`src/rtl/issue_scoreboard.sv`:
```
// Register/structural hazard scheduler for the dual-slot (upper/lower) decode stage.
// Keeps a per-GPR countdown of cycles until an in-flight result becomes readable and a
// busy countdown for the shared non-pipelined Fdiv/Fsqrt unit. From these it raises a
// combinational interlock that holds the current bundle in decode.
//
// Ports:
//   clk, rstn                     clock, synchronous active-low reset
//   inst_valid, flush             decode holds a bundle / decode is discarding it
//   u_* / l_*                     per-slot sources, use mask {s,b,a}, rd, latency, div class
//   interlock, issue              same-cycle hold / accept for the bundle in decode
//   pending                       bit r set while GPR r still has a countdown running
//   div_busy                      divider countdown running
//   stall_cycles                  saturating count of interlocked cycles
module issue_scoreboard #(
  parameter int unsigned NREG    = 32,
  parameter int unsigned LAT_W   = 4,
  parameter int unsigned DIV_LAT = 12,
  localparam int unsigned IdxW   = $clog2(NREG)
) (
  input  logic             clk,
  input  logic             rstn,
  input  logic             inst_valid,
  input  logic             flush,
  input  logic [IdxW-1:0]  u_src_a,
  input  logic [IdxW-1:0]  u_src_b,
  input  logic [IdxW-1:0]  u_src_s,
  input  logic [2:0]       u_use,
  input  logic [IdxW-1:0]  u_rd,
  input  logic [LAT_W-1:0] u_lat,
  input  logic             u_div,
  input  logic [IdxW-1:0]  l_src_a,
  input  logic [IdxW-1:0]  l_src_b,
  input  logic [IdxW-1:0]  l_src_s,
  input  logic [2:0]       l_use,
  input  logic [IdxW-1:0]  l_rd,
  input  logic [LAT_W-1:0] l_lat,
  input  logic             l_div,
  output logic             interlock,
  output logic             issue,
  output logic [NREG-1:0]  pending,
  output logic             div_busy,
  output logic [31:0]      stall_cycles
);

  logic [LAT_W-1:0] cnt_q [NREG];
  logic [LAT_W-1:0] cnt_d [NREG];
  logic [LAT_W-1:0] div_q, div_d;
  logic [31:0]      stall_q, stall_d;
  logic             raw_hit, waw_hit, div_hit;

  // Hazard detection and issue decision.
  always_comb begin
    raw_hit = (u_use[0] && (cnt_q[u_src_a] != '0)) ||
              (u_use[1] && (cnt_q[u_src_b] != '0)) ||
              (u_use[2] && (cnt_q[u_src_s] != '0)) ||
              (l_use[0] && (cnt_q[l_src_a] != '0)) ||
              (l_use[1] && (cnt_q[l_src_b] != '0)) ||
              (l_use[2] && (cnt_q[l_src_s] != '0));
    // A new write must not land before an older, longer-latency write to the same rd.
    waw_hit = ((u_lat != '0) && (cnt_q[u_rd] > u_lat)) ||
              ((l_lat != '0) && (cnt_q[l_rd] > l_lat));
    div_hit = (u_div || l_div) && (div_q != '0);
    interlock = inst_valid && !flush && (raw_hit || waw_hit || div_hit);
    issue     = inst_valid && !flush && !interlock;
  end

  // Countdown next state: an issuing write reloads, otherwise count down to zero.
  always_comb begin
    logic u_wr, l_wr;
    u_wr = 1'b0;
    l_wr = 1'b0;
    for (int r = 0; r < NREG; r++) begin
      u_wr = issue && (u_lat != '0) && (u_rd == IdxW'(r));
      l_wr = issue && (l_lat != '0) && (l_rd == IdxW'(r));
      if (u_wr && l_wr) begin
        cnt_d[r] = (u_lat > l_lat) ? u_lat : l_lat;
      end else if (u_wr) begin
        cnt_d[r] = u_lat;
      end else if (l_wr) begin
        cnt_d[r] = l_lat;
      end else if (cnt_q[r] != '0) begin
        cnt_d[r] = cnt_q[r] - LAT_W'(1);
      end else begin
        cnt_d[r] = cnt_q[r];
      end
    end
  end

  always_comb begin
    if (issue && (u_div || l_div)) begin
      div_d = LAT_W'(DIV_LAT);
    end else if (div_q != '0) begin
      div_d = div_q - LAT_W'(1);
    end else begin
      div_d = div_q;
    end
    stall_d = (interlock && (stall_q != '1)) ? stall_q + 32'd1 : stall_q;
  end

  always_ff @(posedge clk) begin
    if (!rstn) begin
      for (int r = 0; r < NREG; r++) begin
        cnt_q[r] <= '0;
      end
      div_q   <= '0;
      stall_q <= '0;
    end else begin
      for (int r = 0; r < NREG; r++) begin
        cnt_q[r] <= cnt_d[r];
      end
      div_q   <= div_d;
      stall_q <= stall_d;
    end
  end

  always_comb begin
    pending = '0;
    for (int r = 0; r < NREG; r++) begin
      pending[r] = (cnt_q[r] != '0);
    end
  end

  assign div_busy     = (div_q != '0);
  assign stall_cycles = stall_q;

endmodule

```
`config.mk`:
```
export PLATFORM = sky130hd
export DESIGN_NAME = issue_scoreboard
export DESIGN_NICKNAME = d
export VERILOG_FILES = /design/src/rtl/issue_scoreboard.sv
export SDC_FILE = /design/constraint.sdc
export NUM_CORES = 1
export LEC_CHECK = 0
export BUFFER_PORTS_ARGS = -buffer_cell sky130_fd_sc_hd__buf_2
export CORE_MARGIN = 1.5
export CORE_UTILIZATION = 30
export DETAILED_ROUTE_END_ITERATION = 8
export PLACE_DENSITY = 0.52
export SYNTH_ARGS = -nofsm -noshare
export SYNTH_HDL_FRONTEND = slang
export SYNTH_SLANG_ARGS = --single-unit
```
`constraint.sdc`:
```
create_clock -name clk -period 9.7 [get_ports clk]
set_input_delay 1.455 -clock clk [delete_from_list [all_inputs] [get_ports clk]]
set_output_delay 1.455 -clock clk [all_outputs]
set_load 0.1 [all_outputs]
```
; ---- After elaboration in Yosys (flattened, before gate mapping)
; Memories as Yosys holds them, arrays and structs flattened.
; Index checks and enable logic that the tools add are counted.
[op_classes]
n_addsub = 34
order_cmp = 3
n_eq_ne = 63
n_mux = 165
bitwise_logic = 33
n_reduce_logical = 168
[op_table]
columns = cell, count
row1 = $mux 4, 163
row2 = $reduce_bool 4->1, 41
row3 = $eq 5x5->1 const B, 32
row4 = $sub 4x1->4 const B, 33
row5 = $logic_and 1x1->1, 112
row6 = $eq 5x4->1 const B, 16
row7 = $eq 5x3->1 const B, 8
row8 = $add 32x1->32 const B, 1
row9 = $ne 32x32->1 const B, 1
row10 = $or 1x1->1, 32
row11 = $eq 5x2->1 const B, 4
row12 = $gt 4x4->1, 3
row13 = $eq 5x1->1 const B, 2
row14 = $logic_not 5->1, 2
row15 = $logic_or 1x1->1, 9
row16 = $logic_not 1->1, 2
row17 = $mux 1, 2
row18 = $reduce_bool 2->1, 1
row19 = $reduce_or 2->1, 1
row20 = $not 1->1, 1
[totals]
ff_bits = 36
mem_bits_rw = 128
inputBits = 60
output_inout_bits = 67
word_cells = 470
n_memories = 1
[mem_list]
columns = name, words, width, rd, rd_clocked_by_memory_dff, write_ports, line
row1 = cnt_q, 32, 4, 40, 0, 32, 45  ; logic [LAT_W-1:0] cnt_q [NREG];

; ---- Logic depth before layout (Yosys ltp)
; An unclocked memory read counts as a cell.
[depth]
depth_word = 19
depth_mapped = 19
depth_no_buf = 14

; ---- Worst setup path before layout
; OpenSTA, ideal clock, no wires.
[synth_timing]
kind = input to output
startpoint = in l_rd[0]
endpoint = out interlock
arrival_time_ns = 6.357
t_required_ns = 8.245
path_slack_ns = 1.888
stages = 15
path_buffers = 4
path_cell_list = clkbuf_1 > buf_1 > clkbuf_1 > mux4_2 > mux4_2 > mux2_2 > ha_1 > and4b_1 > a211oi_1 > o221ai_1 > or3_1 > o32a_1 > clkbuf_1 > nor3_1 > nor2_1
[synth_between]
elab_chain_len = 7
[synth_rtl]
columns = item, line
row1 = from (decl), 35  ; input logic [IdxW-1:0] l_rd,
row2 = $mem_v2 32x4, n/a
row3 = $gt 4x4->1, 61  ; ((l_lat != '0) && (cnt_q[l_rd] > l_lat));
row4 = $logic_and 1x1->1, 61
row5 = $logic_or 1x1->1, 60  ; waw_hit = ((u_lat != '0) && (cnt_q[u_rd] > u_lat)) ||
row6 = $logic_or 1x1->1 (2 in a row), 63  ; interlock = inst_valid && !flush && (raw_hit || waw_hit || div_hit);
row7 = $logic_and 1x1->1, 63
row8 = to (decl), 38  ; output logic interlock,
; No other way between the ends.

; ---- Worst setup path in the final report
[layout_timing]
startpoint = in l_rd[0]
endpoint = out issue
[layout_between]
elab_chain_len = 9
[layout_rtl]
columns = item, line
row1 = $mem_v2 32x4, n/a
row2 = $gt 4x4->1, 61
row3 = $logic_and 1x1->1, 61
row4 = $logic_or 1x1->1, 60
row5 = $logic_or 1x1->1 (2 in a row), 63
row6 = $logic_and 1x1->1, 63
row7 = $logic_not 1->1, 64  ; issue = inst_valid && !flush && !interlock;
row8 = $logic_and 1x1->1, 64
row9 = to (decl), 39  ; output logic issue,
; No other way between the ends.

==> reports/results.ini <==
[placed_design]
place_congestion=1.01
hpwl_um=57300
dp.cells=2668
io_buffer_count=126

[yosys]
synth_seq_cells=164
synthesis.nets=2081
ys.flop_type=dfxtp_1
syn_avg_cell_area_um2=8.37
ys_top_cells_by_count=nor2_1 (167), dfxtp_1 (164), clkbuf_1 (124)
synth_most_common_cell=nor2_1
synth.distinct_cells=88
syn_inst=1943
synth_edf_count=0
synth_top_area_share_pct=20.2
async_reset_ff_share_pct=0
netlist_top_cells_area=dfxtp_1 (20%), mux4_2 (15%), ha_1 (6.0%), nor2_1 (3.9%), xnor2_1 (3.0%)
yosysSeqAreaShare_pct=20.2
synth_top_cell_by_area=dfxtp_1
syn_area_um2=16300
yosysWarnings=0

[floorplan]
io_pins=127
die_w_um=236
start_util_pct=30.3
core_area_um2=53700
die_area_um2=55600
die_y_um=236
rows=85

[sta]
setup_viol_count_final=0
tightest_slew_ps=1440
finClkSkew_ps=15.1
hold-worst-slack_ps=496
fin_tns_setup_ps=0
fmax_mhz=124
final.min_clock_period_ps=8070
slew_headroom_pct=3.62
rsz0062_at_grt=false
drv_slew=0
hold_viol_final=0
finalCritPeriodShare_pct=83.2

[hold_path]
hold_path.class=flip-flop to flip-flop

[clock_network]
cts_sinks=164
cts_buffers=17
cts_tree=done
ctsResizeCount=0
cts_max_level=4
clk_latency_ps=470
clkSlewWorstSetupHoldPaths_ps=80
cts.path.max_buffers=2
post-cts-setup-buffers=0
cts_hold_buffers=0
cts-root-buf=clkbuf_16

[critical_path]
cp-end-kind=output port
crit_fanout=34
path_class=input port to output port
required_ps=8250
worst_setup_path_start_kind=input port
cp.arrival_ps=6620

[global_route]
grt_pass1_vias=16700
grt_start_max_net_pins=52
grt_use_total_pct=27.4
antenna_found_initial=8
overflow=0
grt_pass1_wl_um=113000

[drt]
vias_per_cell=6.66
wl_per_cell_um=28.9
drc=0
drt_iter0_drc=2544
drt_wl_total_um=78100
postRouteAntennaNets=0
first_pass_iters=7
via_count=18000

[pwr]
p_int_mw=2.80
switching_power_mw=3.61
total_power_mw=6.41
p_leak_nw=6.59
p_comb_share_pct=65.8
p_seq_share_pct=23.4
pwr-share-clk_pct=10.8
swShare_pct=56.4
ir_drop_uv=193
power_density_nw_per_um2=352

[final_layout]
drive_above_1_share_pct=19.7
syn_to_final_growth_pct=12.0
final_nets=2129
multiInputGateArea_um2=12100
seqCellArea_um2=3280
fill_cells=5571
fin_util_pct=33.9
instances_no_fill=2701

[status]
outcome=complete, no violations

[flow_run]
cap_violations=0

[power by group through the flow]
| stage | Combinational, mW | Sequential [mW] | Clock, mW |
|---|---|---|---|
| finish | 4.22 | 1.50 | 0.689 |
| global route | 4.51 | 1.51 | 0.721 |
| CTS | 4.17 | 1.46 | 0.695 |
| detailed placement | 4.15 | 1.48 | 0 |
| global placement | 4.09 | 1.48 | 0 |
| floorplan | 3.18 | 1.18 | 0 |
[state kept, by name, indices dropped and copies added, names as in the netlist]
register,cells
div_q,4
stall_cycles,32
cnt_q,128
[worst paths after layout]
path	start	end	slack (ps)	depth (start not counted)
worst max-delay path	l_rd[0]	issue	1630	15
worst min-delay path	stall_cycles[31]	stall_cycles[31]	500	2
worst max register to register	cnt_q[29][1]	cnt_q[16][2]	3910	16
worst min register to register	stall_cycles[31]	stall_cycles[31]	500	2
[metal layers]
layer | vias to the layer above | wire length (um) | track usage, %
li1 | 7709 | - | -
met2 | 1222 | 33100 | 40.7
met1 | 8836 | 32700 | 37.5
met5 | - | 20 | 0.346
met3 | 216 | 9010 | 6.59
met4 | 4 | 3300 | 11.7
[layout by cell type, fill, tap and decap left out, types with 13 or more instances in the layout]
master | netlist | layout
inv_1 | 87 | 86
o21a_1 | 19 | 19
nor4_1 | 66 | 59
a22oi_1 | 13 | 13
or4_1 | 25 | 25
nor2_1 | 167 | 167
clkbuf_16 | 0 | 17
a211oi_1 | 32 | 32
buf_2 | 11 | 125
a2111oi_0 | 22 | 22
mux4_2 | 106 | 106
ha_1 | 78 | 78
mux2i_1 | 24 | 24
or2_2 | 13 | 13
o21ai_0 | 67 | 67
o211a_1 | 16 | 16
nand2_1 | 118 | 118
a21oi_1 | 90 | 90
xnor2_1 | 56 | 56
o31a_1 | 13 | 13
o211ai_1 | 21 | 21
and3_1 | 19 | 19
dfxtp_1 | 164 | 164
nand3b_1 | 14 | 14
buf_4 | 0 | 53
nor3_1 | 94 | 94
nand3_1 | 38 | 38
a21o_1 | 21 | 21
nand4_1 | 15 | 15
o2111ai_1 | 21 | 21
o22ai_1 | 64 | 64
or3_1 | 42 | 42
xor2_1 | 25 | 25
[cells by family (layout without fill, tap and decap cells)]
family          Yosys count  count (layout)  synth area share (%)
mux                     139             139                  16.8
fa+ha+maj                78              78                  6.00
buf+inv                 246             307                  5.81
compound gates          546             546                  24.7
xor+xnor                 81              81                  4.36
flops                   164             164                  20.2
other cells               0               1                     0
simple gates            689             689                  22.2
[layout make-up]
| cell class | instances | area share [%] |
|---|---|---|
| Clock buffer | 18 | 2.36 |
| Timing Repair Buffer | 178 | 5.62 |
| Clock inverter | 14 | 0.701 |
| Multi-Input combinational cell | 1533 | 66.5 |
| Antenna cell | 1 | 0.0137 |
| Inverter | 97 | 2.00 |
| Tap cell | 696 | 4.78 |
| Sequential cell | 164 | 18.0 |
[through the flow]
step / area (um2) / worst slack, ps
after floorplan: 16300 / 1890
after global placement: 17600 / 1730
after detailed placement: 17600 / 1670
after CTS: 18200 / 1660
after global routing: 18200 / 1370
final: 18200 / 1630
[critical path, cell delays in order]
cell and delay [ps]:
buf_2 680, buf_4 400, mux4_2 540, mux4_2 470
mux2_2 280, ha_1 310, and4b_1 200, a211oi_1 220
o221ai_1 210, or3_1 430, o32a_1 170, or4_1 400
buf_4 250, inv_2 130, buf_2 430
Note: power is estimated with default switching activity, not from simulation.
